==> config.mk <==
export PLATFORM = sky130hd
export DESIGN_NAME = collatz_range_par_flat
export DESIGN_NICKNAME = d
export VERILOG_FILES = /design/src/rtl/collatz_range_par_if.sv /design/src/rtl/collatz_range_par.sv /design/src/flat_wrapper.sv
export SDC_FILE = /design/constraint.sdc
export NUM_CORES = 1
export LEC_CHECK = 0
export CELL_PAD_IN_SITES_DETAIL_PLACEMENT = 1
export CELL_PAD_IN_SITES_GLOBAL_PLACEMENT = 1
export CORE_AREA = 2 2 212 214
export CTS_CLUSTER_DIAMETER = 80
export DETAILED_ROUTE_END_ITERATION = 7
export DIE_AREA = 0 0 214 216
export DONT_BUFFER_PORTS = 1
export HOLD_SLACK_MARGIN = 0.05
export MAX_ROUTING_LAYER = met4
export PLACE_DENSITY_LB_ADDON = 0.1
export SLEW_MARGIN = 40
export SYNTH_ARGS = -nofsm -noshare
export SYNTH_HDL_FRONTEND = slang
export SYNTH_SLANG_ARGS = --single-unit
==> constraint.sdc <==
create_clock -name clk -period 10.8 [get_ports clk]
set_input_delay 1.08 -clock clk [delete_from_list [all_inputs] [get_ports clk]]
set_output_delay 1.08 -clock clk [all_outputs]
set_load 0.02 [all_outputs]
==> src/rtl/collatz_range_par_if.sv <==
// Host-side bundle of the Collatz range engine: run control, status flags and result read port.
interface collatz_range_par_if #(
  parameter int N_WIDTH       = 32,
  parameter int COUNT_WIDTH   = 16,
  parameter int RAM_ADDR_BITS = 4
) ();
  logic                     go;
  logic [N_WIDTH-1:0]       start;
  logic                     busy;
  logic                     done;
  logic [RAM_ADDR_BITS-1:0] rd_addr;
  logic [COUNT_WIDTH-1:0]   count;
  logic [1:0]               status;

  modport master (output go, start, rd_addr, input busy, done, count, status);
  modport slave  (input go, start, rd_addr, output busy, done, count, status);
endinterface

==> src/rtl/collatz_range_par.sv <==
// Multi-lane Collatz range engine: LANES step datapaths fill a RAM_WORDS-entry result RAM
// with {status,count} for start..start+RAM_WORDS-1, then serve reads with one cycle latency.
module collatz_range_par #(
  parameter int RAM_WORDS     = 16,
  parameter int RAM_ADDR_BITS = 4,
  parameter int N_WIDTH       = 32,
  parameter int COUNT_WIDTH   = 16,
  parameter int LANES         = 2
) (
  input  logic                 clk,
  input  logic                 reset,
  collatz_range_par_if.slave   bus
);
  localparam int                     IW      = RAM_ADDR_BITS + 1;
  localparam int                     EW      = COUNT_WIDTH + 2;
  localparam logic [IW-1:0]          WORDS_C = IW'(RAM_WORDS);
  localparam logic [COUNT_WIDTH-1:0] CNT_MAX = {COUNT_WIDTH{1'b1}};

  typedef enum logic [1:0] {S_IDLE = 2'd0, S_RUN = 2'd1, S_DONE = 2'd2} state_t;

  state_t                   state_q, state_d;
  logic [N_WIDTH-1:0]       base_q, base_d;
  logic [IW-1:0]            index_q, index_d;
  logic [IW-1:0]            wcnt_q, wcnt_d;
  logic                     busy_q, busy_d;
  logic                     done_q, done_d;
  logic [COUNT_WIDTH-1:0]   count_q, count_d;
  logic [1:0]               status_q, status_d;

  logic [LANES-1:0]         act_q, act_d;
  logic [LANES-1:0]         fin_q, fin_d;
  logic [N_WIDTH-1:0]       v_q   [LANES];
  logic [N_WIDTH-1:0]       v_d   [LANES];
  logic [COUNT_WIDTH-1:0]   cnt_q [LANES];
  logic [COUNT_WIDTH-1:0]   cnt_d [LANES];
  logic [RAM_ADDR_BITS-1:0] tag_q [LANES];
  logic [RAM_ADDR_BITS-1:0] tag_d [LANES];
  logic [1:0]               st_q  [LANES];
  logic [1:0]               st_d  [LANES];

  logic [EW-1:0]            ram_q [RAM_WORDS];
  logic                     we_s;
  logic [RAM_ADDR_BITS-1:0] waddr_s;
  logic [EW-1:0]            wdata_s;
  logic [LANES-1:0]         ld_oh_s, wr_oh_s;
  logic                     ld_taken_s;
  logic [N_WIDTH+1:0]       tri_s;

  assign bus.busy   = busy_q;
  assign bus.done   = done_q;
  assign bus.count  = count_q;
  assign bus.status = status_q;

  // Lowest finished lane owns the write port; lowest idle lane takes the next index.
  always_comb begin
    ld_oh_s    = '0;
    wr_oh_s    = '0;
    ld_taken_s = 1'b0;
    we_s       = 1'b0;
    waddr_s    = '0;
    wdata_s    = '0;
    for (int i = 0; i < LANES; i++) begin
      if (state_q == S_RUN && !we_s && fin_q[i]) begin
        we_s       = 1'b1;
        wr_oh_s[i] = 1'b1;
        waddr_s    = tag_q[i];
        wdata_s    = {st_q[i], cnt_q[i]};
      end else begin
        wr_oh_s[i] = 1'b0;
      end
      if (state_q == S_RUN && !ld_taken_s && !act_q[i] && index_q < WORDS_C) begin
        ld_taken_s = 1'b1;
        ld_oh_s[i] = 1'b1;
      end else begin
        ld_oh_s[i] = 1'b0;
      end
    end
  end

  // Per-lane load / one Collatz step / finish; a written lane drops back to idle.
  always_comb begin
    act_d = act_q;
    fin_d = fin_q;
    v_d   = v_q;
    cnt_d = cnt_q;
    tag_d = tag_q;
    st_d  = st_q;
    tri_s = '0;
    for (int i = 0; i < LANES; i++) begin
      tri_s = {2'b00, v_q[i]} + {1'b0, v_q[i], 1'b0} + (N_WIDTH+2)'(1);
      if (wr_oh_s[i]) begin
        act_d[i] = 1'b0;
        fin_d[i] = 1'b0;
      end else if (ld_oh_s[i]) begin
        act_d[i] = 1'b1;
        fin_d[i] = 1'b0;
        v_d[i]   = base_q + N_WIDTH'(index_q);
        cnt_d[i] = COUNT_WIDTH'(1);
        tag_d[i] = index_q[RAM_ADDR_BITS-1:0];
      end else if (act_q[i] && !fin_q[i]) begin
        if (v_q[i] == N_WIDTH'(0)) begin
          fin_d[i] = 1'b1;
          cnt_d[i] = COUNT_WIDTH'(0);
          st_d[i]  = 2'b11;
        end else if (v_q[i] == N_WIDTH'(1)) begin
          fin_d[i] = 1'b1;
          st_d[i]  = 2'b00;
        end else if (cnt_q[i] == CNT_MAX) begin
          fin_d[i] = 1'b1;
          st_d[i]  = 2'b01;
        end else if (v_q[i][0] && tri_s[N_WIDTH+1:N_WIDTH] != 2'b00) begin
          fin_d[i] = 1'b1;
          st_d[i]  = 2'b10;
        end else begin
          v_d[i]   = v_q[i][0] ? tri_s[N_WIDTH-1:0] : (v_q[i] >> 1);
          cnt_d[i] = cnt_q[i] + COUNT_WIDTH'(1);
        end
      end else begin
        act_d[i] = act_q[i];
      end
    end
  end

  // Run control and the registered read port.
  always_comb begin
    state_d  = state_q;
    base_d   = base_q;
    index_d  = index_q;
    wcnt_d   = wcnt_q;
    busy_d   = busy_q;
    done_d   = done_q;
    count_d  = COUNT_WIDTH'(0);
    status_d = 2'b00;
    case (state_q)
      S_IDLE, S_DONE: begin
        if (bus.go) begin
          state_d = S_RUN;
          base_d  = bus.start;
          index_d = IW'(0);
          wcnt_d  = IW'(0);
          busy_d  = 1'b1;
          done_d  = 1'b0;
        end else begin
          state_d = state_q;
        end
      end
      S_RUN: begin
        if (ld_taken_s) begin
          index_d = index_q + IW'(1);
        end else begin
          index_d = index_q;
        end
        if (we_s) begin
          wcnt_d = wcnt_q + IW'(1);
          if (wcnt_d == WORDS_C) begin
            state_d = S_DONE;
            busy_d  = 1'b0;
            done_d  = 1'b1;
          end else begin
            state_d = S_RUN;
          end
        end else begin
          wcnt_d = wcnt_q;
        end
      end
      default: begin
        state_d = S_IDLE;
        busy_d  = 1'b0;
        done_d  = 1'b0;
      end
    endcase
    if (done_q && {1'b0, bus.rd_addr} < WORDS_C) begin
      {status_d, count_d} = ram_q[bus.rd_addr];
    end else begin
      count_d  = COUNT_WIDTH'(0);
      status_d = 2'b00;
    end
  end

  // Control and output registers with synchronous reset.
  always_ff @(posedge clk) begin
    if (reset) begin
      state_q  <= S_IDLE;
      base_q   <= N_WIDTH'(0);
      index_q  <= IW'(0);
      wcnt_q   <= IW'(0);
      busy_q   <= 1'b0;
      done_q   <= 1'b0;
      count_q  <= COUNT_WIDTH'(0);
      status_q <= 2'b00;
      act_q    <= '0;
      fin_q    <= '0;
    end else begin
      state_q  <= state_d;
      base_q   <= base_d;
      index_q  <= index_d;
      wcnt_q   <= wcnt_d;
      busy_q   <= busy_d;
      done_q   <= done_d;
      count_q  <= count_d;
      status_q <= status_d;
      act_q    <= act_d;
      fin_q    <= fin_d;
    end
  end

  // Lane datapath payload is only meaningful while the lane is active, so it is not reset.
  always_ff @(posedge clk) begin
    v_q   <= v_d;
    cnt_q <= cnt_d;
    tag_q <= tag_d;
    st_q  <= st_d;
  end

  // Result RAM keeps its contents across reset; a reset cycle blocks the write.
  always_ff @(posedge clk) begin
    if (we_s && !reset) begin
      ram_q[waddr_s] <= wdata_s;
    end
  end
endmodule
==> src/flat_wrapper.sv <==
// flat-port wrapper written by rule: the top's interface ports become plain ports
module collatz_range_par_flat 
#(
  parameter int RAM_WORDS     = 16,
  parameter int RAM_ADDR_BITS = 4,
  parameter int N_WIDTH       = 32,
  parameter int COUNT_WIDTH   = 16,
  parameter int LANES         = 2
)
  (clk, reset, bus_go, bus_start, bus_rd_addr, bus_busy, bus_done, bus_count, bus_status);
  collatz_range_par_if #(.N_WIDTH(N_WIDTH), .COUNT_WIDTH(COUNT_WIDTH), .RAM_ADDR_BITS(RAM_ADDR_BITS)) bus_i ();
  input  logic clk;
  input  logic reset;
  input wire logic [$bits(bus_i.go)-1:0] bus_go;
  input wire logic [$bits(bus_i.start)-1:0] bus_start;
  input wire logic [$bits(bus_i.rd_addr)-1:0] bus_rd_addr;
  output wire logic [$bits(bus_i.busy)-1:0] bus_busy;
  output wire logic [$bits(bus_i.done)-1:0] bus_done;
  output wire logic [$bits(bus_i.count)-1:0] bus_count;
  output wire logic [$bits(bus_i.status)-1:0] bus_status;
  assign bus_i.go = bus_go;
  assign bus_i.start = bus_start;
  assign bus_i.rd_addr = bus_rd_addr;
  assign bus_busy = bus_i.busy;
  assign bus_done = bus_i.done;
  assign bus_count = bus_i.count;
  assign bus_status = bus_i.status;
  collatz_range_par #(.RAM_WORDS(RAM_WORDS), .RAM_ADDR_BITS(RAM_ADDR_BITS), .N_WIDTH(N_WIDTH), .COUNT_WIDTH(COUNT_WIDTH), .LANES(LANES)) u_core (.clk(clk), .reset(reset), .bus(bus_i));
endmodule
==> results.yml, run 1 <==
place:
  numPortBuffers: 0
  placed_area_mm2: 0.02468
  place_hpwl_um: 43190
  dpl.cell_count: 2491
  place_congestion: 0.8591
synthesis:
  synth.avg_cell_area_um2: 12.16
  synth_edf_count: 396
  synth_ff_type: "edfxtp_1"
  synth_cell_type_count: 83
  synthesis.nets: 2123
  async_flop_share_pct: 0
  ys_seq_area_share_pct: 55.39
  yosysWarnings: 0
  synth_cells: 1968
  syn-cell-area_mm2: 0.02392
  ys_seq_elements: 464
clock_network:
  clk_path_buf_depth: 3
  clkTransAtPathRegs_ps: 60
  ctsHoldBuffers: 0
  root_buffer: "clkbuf_16"
  clock_sinks: 464
  clkLatencyLatePin_ps: 610
  cts_max_level: 2
  cts_buffers: 49
  cts_tree: "done"
  cts_setup_buffers: 0
  ctsResizeCount: 0
final_layout:
  layoutNonFillerInstCount: 2583
  final_common_cell: "edfxtp_1"
  n_fill_cell: 4394
  area_delta_synth_final_pct: 10.11
  num_antenna_cells: 0
  multi_input_area_mm2: 0.01011
  fin_nets: 2107
  layout-drive-gt1-share_pct: 11.95
  final_cell_mix: "edfxtp_1, nand2_1, a21oi_1"
  regArea_mm2: 0.01325
  design_area_mm2: 0.02634
hold_path:
  hold_path_class: "flip-flop to flip-flop"
  worst_hold_path.endpoint: "u_core.base_q[0]$_SDFFE_PP0P_"
  holdPathStages: 2
  hold_start: "u_core.base_q[0]$_SDFFE_PP0P_"
grt:
  grt_pass1_vias: 16960
  gr-total-overflow: 0
  antenna_found_initial: 0
  track_usage_pct: 29.57
  grt_max_degree: 73
  grt_pass1_wl_um: 101900
detailed_routing:
  totalWireLength_um: 65080
  vias: 16010
  wl_per_cell_um: 25.20
  dr.pass1.iters: 5
  drc: 0
  vias_per_cell: 6.199
  drtIter0Drc: 1075
  ant_nets: 0
timing:
  fin_worst_skew_ps: 25.84
  slew_viol_final: 0
  post-route-min-period_ps: 4132
  worst_pin_slew_ps: 896.8
  finalSetupTns_ps: 0
  rsz0062_at_grt: "no"
  fmax_ghz: 0.2420
  hold_violations: 0
  worst_slew_margin_rel_pct: 40.07
  timing.final.crit_share_pct: 38.26
  setup_viol: 0
setup_path:
  cp.arrival_ps: 4390
  worstSetupPathType: "flip-flop to flip-flop"
  r2r_cells: 12
  rrSetupSlack_ps: 6670
  rr_startpoint: "u_core.v_q[0]$_DFFE_PP_"
  crit_fanout: 40
  crit_path_end_kind: "flip-flop"
  startpoint_type: "flip-flop"
  regToRegEndpoint: "u_core.v_q[10]$_DFFE_PP_"
  required_ps: 11050
floorplanning:
  core-area_mm2: 0.04384
  start_util_pct: 54.58
  design.die.area_mm2: 0.04622
  rows: 77
  fp.dieH_um: 216
  die_x_um: 214
  ioPinCount: 59
power:
  power_leakage_nw: 9.917
  powerDensity_mw_per_mm2: 220.8
  peakVddDrop_mv: 0.1946
flow_run:
  max-cap-violations: 0
outcome:
  status: "finished, final reports clean"
## stage by stage
stage / utilization (%) / power [mW] / hold WS [ps] / worst slack (ps)
2_1_floorplan: - / 3.698 / 440.0 / 5522
3_3_place_gp: 55.98 / 4.065 / 445.3 / 6516
3_5_place_dp: 56.31 / 4.130 / 451.0 / 6694
4_1_cts: 59.97 / 5.835 / 457.8 / 6703
5_1_grt: 60.09 / 6.134 / 478.6 / 6411
6_report: 60.09 / 5.818 / 463.0 / 6668
## power breakdown
group / leakage (nW) / total (mW) / internal, mW / switching [mW]
clock network: 0.779 / 1.70 / 0.972 / 0.728
logic: 4.46 / 1.85 / 0.738 / 1.12
registers: 4.68 / 2.26 / 2.13 / 0.133
## routing by layer
metal | track usage (%) | wire length (µm) | up-vias
li1 | - | - | 7337
met1 | 36.13 | 26550 | 8180
met2 | 51.74 | 33860 | 389
met3 | 3.129 | 2713 | 107
met4 | 9.534 | 1960 | 0
met5 | - | 0 | -
## critical path: stages, from the launching register on
cell and delay [ps]:
edfxtp_1 330, buf_4 420, ha_1 270, o211ai_1 130
a21boi_1 290, a31oi_1 180, a21oi_1 260, a31oi_1 240
o41ai_2 560, xnor2_1 170, a21oi_1 140, o32ai_4 300
buf_4 430
## how the worst max path moves through the flow
stage	startpoint	cells past startpoint	to
3_5_place_dp	u_core.v_q[32]$_DFFE_PP_	13	flip-flop
4_1_cts	u_core.v_q[32]$_DFFE_PP_	12	u_core.cnt_q[24]$_SDFFCE_PP0P_
3_3_place_gp	u_core.v_q[32]$_DFFE_PP_	12	u_core.cnt_q[20]$_SDFFCE_PP0P_
2_1_floorplan	u_core.v_q[0]$_DFFE_PP_	11	u_core.v_q[0]$_DFFE_PP_
5_1_grt	u_core.v_q[0]$_DFFE_PP_	12	u_core.v_q[10]$_DFFE_PP_
6_report	u_core.v_q[0]$_DFFE_PP_	12	u_core.v_q[10]$_DFFE_PP_
## synth_stat cells (all sizes together), types with 5 or more instances
cell type  instances  area share, %
ha               113            5.9
a21o              35            1.1
o21a               7           0.22
nand2            210            3.3
and4              10           0.37
nor2             139            2.2
nand4             29           0.76
inv               88            1.4
a211oi            20           0.65
mux2i             15           0.63
clkbuf            70            1.2
or3               11           0.29
o211ai             9           0.28
nor3              34           0.71
mux4              90            8.5
buf               21           0.45
o21bai             6           0.19
or2                6           0.16
xnor2             54            2.0
dfxtp             68            5.7
a31oi             13           0.34
a21oi            166            3.5
o2111ai            5           0.18
and2               9           0.25
o21ai             96            2.0
and3              21           0.55
xor2              52            1.9
nor4               5           0.13
nor2b             30           0.78
nand3             44           0.92
edfxtp           396             50
nand2b            10           0.26
a22o              19           0.70
## cell families after synthesis
logic type               count (synthesis)  share of synthesized area, %
buffers and inverters                  179                         3.054
AND/OR/NAND/NOR                        566                         10.95
AO/OA/AOI/OAI                          431                         11.42
XOR/XNOR                               106                         3.881
flip-flops                             464                         55.39
multiplexers                           106                         9.147
adder cells (fa/ha/maj)                116                         6.161
## area by class of cell
type	count	share of cell area, %
clock buffer	70	5.263
clock inverter	20	0.8217
inverter	88	1.254
multi-input combinational	1325	38.37
sequential	464	50.31
tap	592	2.812
timing repair buffer	24	1.168
## registers in the layout, indices dropped and copies added (netlist names), named ones only
signal             flops
u_core.v_q            62
u_core.state_q         2
u_core.wcnt_q          5
u_core.base_q         32
u_core.cnt_q          32
u_core.bus.count      16
u_core.act_q           2
u_core.index_q         5
u_core.bus.done        1
u_core.ram_q         288
u_core.fin_q           2
u_core.tag_q           8
u_core.st_q            4
u_core.bus.status      2
u_core.bus.busy        1
No activity file was read; power rests on OpenSTA's default activity.
==> run 2: changes to the inputs <==
--- a/config.mk
+++ b/config.mk
@@ -7,10 +7,10 @@
 export LEC_CHECK = 0
 export CELL_PAD_IN_SITES_DETAIL_PLACEMENT = 1
 export CELL_PAD_IN_SITES_GLOBAL_PLACEMENT = 1
-export CORE_AREA = 2 2 212 214
+export CORE_AREA = 2 2 216 218
 export CTS_CLUSTER_DIAMETER = 80
 export DETAILED_ROUTE_END_ITERATION = 7
-export DIE_AREA = 0 0 214 216
+export DIE_AREA = 0 0 218 220
 export DONT_BUFFER_PORTS = 1
 export HOLD_SLACK_MARGIN = 0.05
 export MAX_ROUTING_LAYER = met4
==> constraint.sdc (replaced) <==
create_clock -name clk -period 4.21 [get_ports clk]
set_input_delay 0.421 -clock clk [delete_from_list [all_inputs] [get_ports clk]]
set_output_delay 0.421 -clock clk [all_outputs]
set_load 0.02 [all_outputs]
==> run 2 against run 1 <==
Via count grew 1.1%. Flip-flop and latch count is the same. Power grew to 2.6 times the previous value. Wire length grew 2.4%. Largest power group unchanged.
==> results.yml, run 2 (synthesis results as in run 1) <==
outcome:
  status: "finished, final reports clean"
place:
  dp_slack_ps: 392.1
  place_hpwl_um: 45290
  numPortBuffers: 0
  place_congestion: 0.9215
  placed_area_mm2: 0.02471
final_layout:
  largest_register_ffs: 288
  regMostFlops: "u_core.ram_q"
  top_regs: "u_core.ram_q x288, u_core.v_q x62"
  final_common_cell: "edfxtp_1"
  layout-drive-gt1-share_pct: 12.62
  final_cell_mix: "edfxtp_1, nand2_1, a21oi_1"
  design_area_mm2: 0.02678
  area_delta_synth_final_pct: 11.92
  fin_nets: 2158
detailed_routing:
  drtIter0Drc: 1018
  ant_nets: 0
  drc: 0
  totalWireLength_um: 66640
  dr.pass1.iters: 5
  vias: 16190
  wl_per_cell_um: 25.13
  vias_per_cell: 6.104
floorplanning:
  die_x_um: 218
  start_util_pct: 52.16
  fp.dieH_um: 220
  core-area_mm2: 0.04586
  design.die.area_mm2: 0.04796
  rows: 79
  ioPinCount: 59
timing:
  fmax_ghz: 0.2607
  worst_slew_margin_rel_pct: 47.30
  hold_violations: 0
  worst_pin_slew_ps: 783.2
  slew_viol_final: 0
  fin_worst_skew_ps: 17.32
  timing.final.crit_share_pct: 91.11
  post-route-min-period_ps: 3836
  setup_ws_ps: 374.3
  setup_viol: 0
  finalSetupTns_ps: 0
  rsz0062_at_grt: "no"
clock_network:
  root_buffer: "clkbuf_16"
  cts_tree: "done"
  clkTransAtPathRegs_ps: 60
  clk_path_buf_depth: 3
  clkLatencyLatePin_ps: 590
  cts_buffers: 50
  clock_sinks: 464
  cts_max_level: 2
grt:
  gr-total-overflow: 0
  grt_pass1_wl_um: 102700
  grt_max_degree: 73
  antenna_found_initial: 1
  grt_pass1_vias: 17420
  track_usage_pct: 29.06
setup_path:
  startpoint_type: "flip-flop"
  cp_slowest_cell: "or3b_1"
  max_stage_delay_ps: 490
  worstSetupPathType: "flip-flop to flip-flop"
  cp.arrival_ps: 4120
  crit_path_end_kind: "flip-flop"
  required_ps: 4490
  crit_fanout: 16
  worstPathCellList: "ha_1 -> a211oi_2 -> o21ai_1 -> a221oi_2 -> a311oi_1 -> o31a_1 -> a41oi_1 -> or3b_1 -> o32ai_4 -> buf_4 -> a21boi_1"
flow_run:
  max-cap-violations: 0
power:
  powerDensity_mw_per_mm2: 570.1
  power_leakage_nw: 10.16
  peakVddDrop_mv: 0.5050
hold_path:
  hold_path_class: "input pin to flip-flop"
  hold_start: "bus_go"
-- run 2: changes by cell type in the layout (fill, tap and decap cells not counted), moves of 4 or more --
| cell | delta |
|---|---|
| dlygate4sd3_1 | +33 |
| buf_4 | +22 |
| nor2_2 | +11 |
| nor2_4 | -11 |
| buf_16 | -5 |
| clkbuf_1 | -5 |
| clkinv_1 | +4 |
-- run 2: through the flow --
| stage | utilization (%) | cells | total power [mW] | hold slack (ps) |
|---|---|---|---|---|
| global route | 58.38 | 2652 | 16.04 | 126.5 |
| finish | 58.38 | 2652 | 15.27 | 129.1 |
| global placement | 53.80 | 2523 | 10.54 | 446.6 |
| floorplan | - | 1968 | 9.495 | 440.0 |
| detailed placement | 53.87 | 2524 | 10.70 | 453.5 |
| CTS | 58.38 | 2651 | 15.30 | 90.77 |
-- run 2: final cells by class --
type	count	area, µm²
antenna	1	2.502
clock buffer	67	1418
clock inverter	26	290.3
fill	4633	19090
inverter	88	330.3
multi-input combinational	1325	10060
sequential	464	13250
tap	607	759.5
timing repair buffer	74	665.6
-- run 2: critical path: cells and delay by family (launching register included) --
kind / cells / cell delay [ps]
DFF: 1 / 460
adders and majority gates: 1 / 370
and+or+nand+nor: 1 / 490
buffers and inverters: 1 / 320
AOI/OAI and AO/OA: 8 / 1900
-- run 2: worst paths after layout --
check	to	slack, ps	cells after the start
worst max-delay path	flip-flop	370	11
worst min-delay path	u_core.bus.done$_SDFFE_PP0P_	130	3
worst max register to register	flip-flop	370	11
worst min register to register	u_core.base_q[3]$_SDFFE_PP0P_	470	2
-- run 2: metal layers --
metal | GRT usage (%) | part of all wire [%] | vias to the layer above
met5 | - | 0 | -
met3 | 3.257 | 3.2 | 134
met1 | 33.96 | 41 | 8254
met2 | 51.80 | 52 | 362
met4 | 10.68 | 3.7 | 0
li1 | - | - | 7437
-- run 2: power breakdown --
part | switching, mW | total [mW] | leakage (nW) | internal (mW)
registers | 0.363 | 5.83 | 4.68 | 5.47
logic | 2.95 | 4.89 | 4.66 | 1.94
clock network | 1.86 | 4.55 | 0.827 | 2.69
total | 5.17 | 15.3 | 10.2 | 10.1
-- run 2: repair_timing --
| action | in CTS | in global routing |
|---|---|---|
| hold endpoints to repair | 50 | 0 |
| gates resized for setup | 0 | 0 |
| hold buffers | 34 | 0 |
| setup buffers | 0 | 0 |
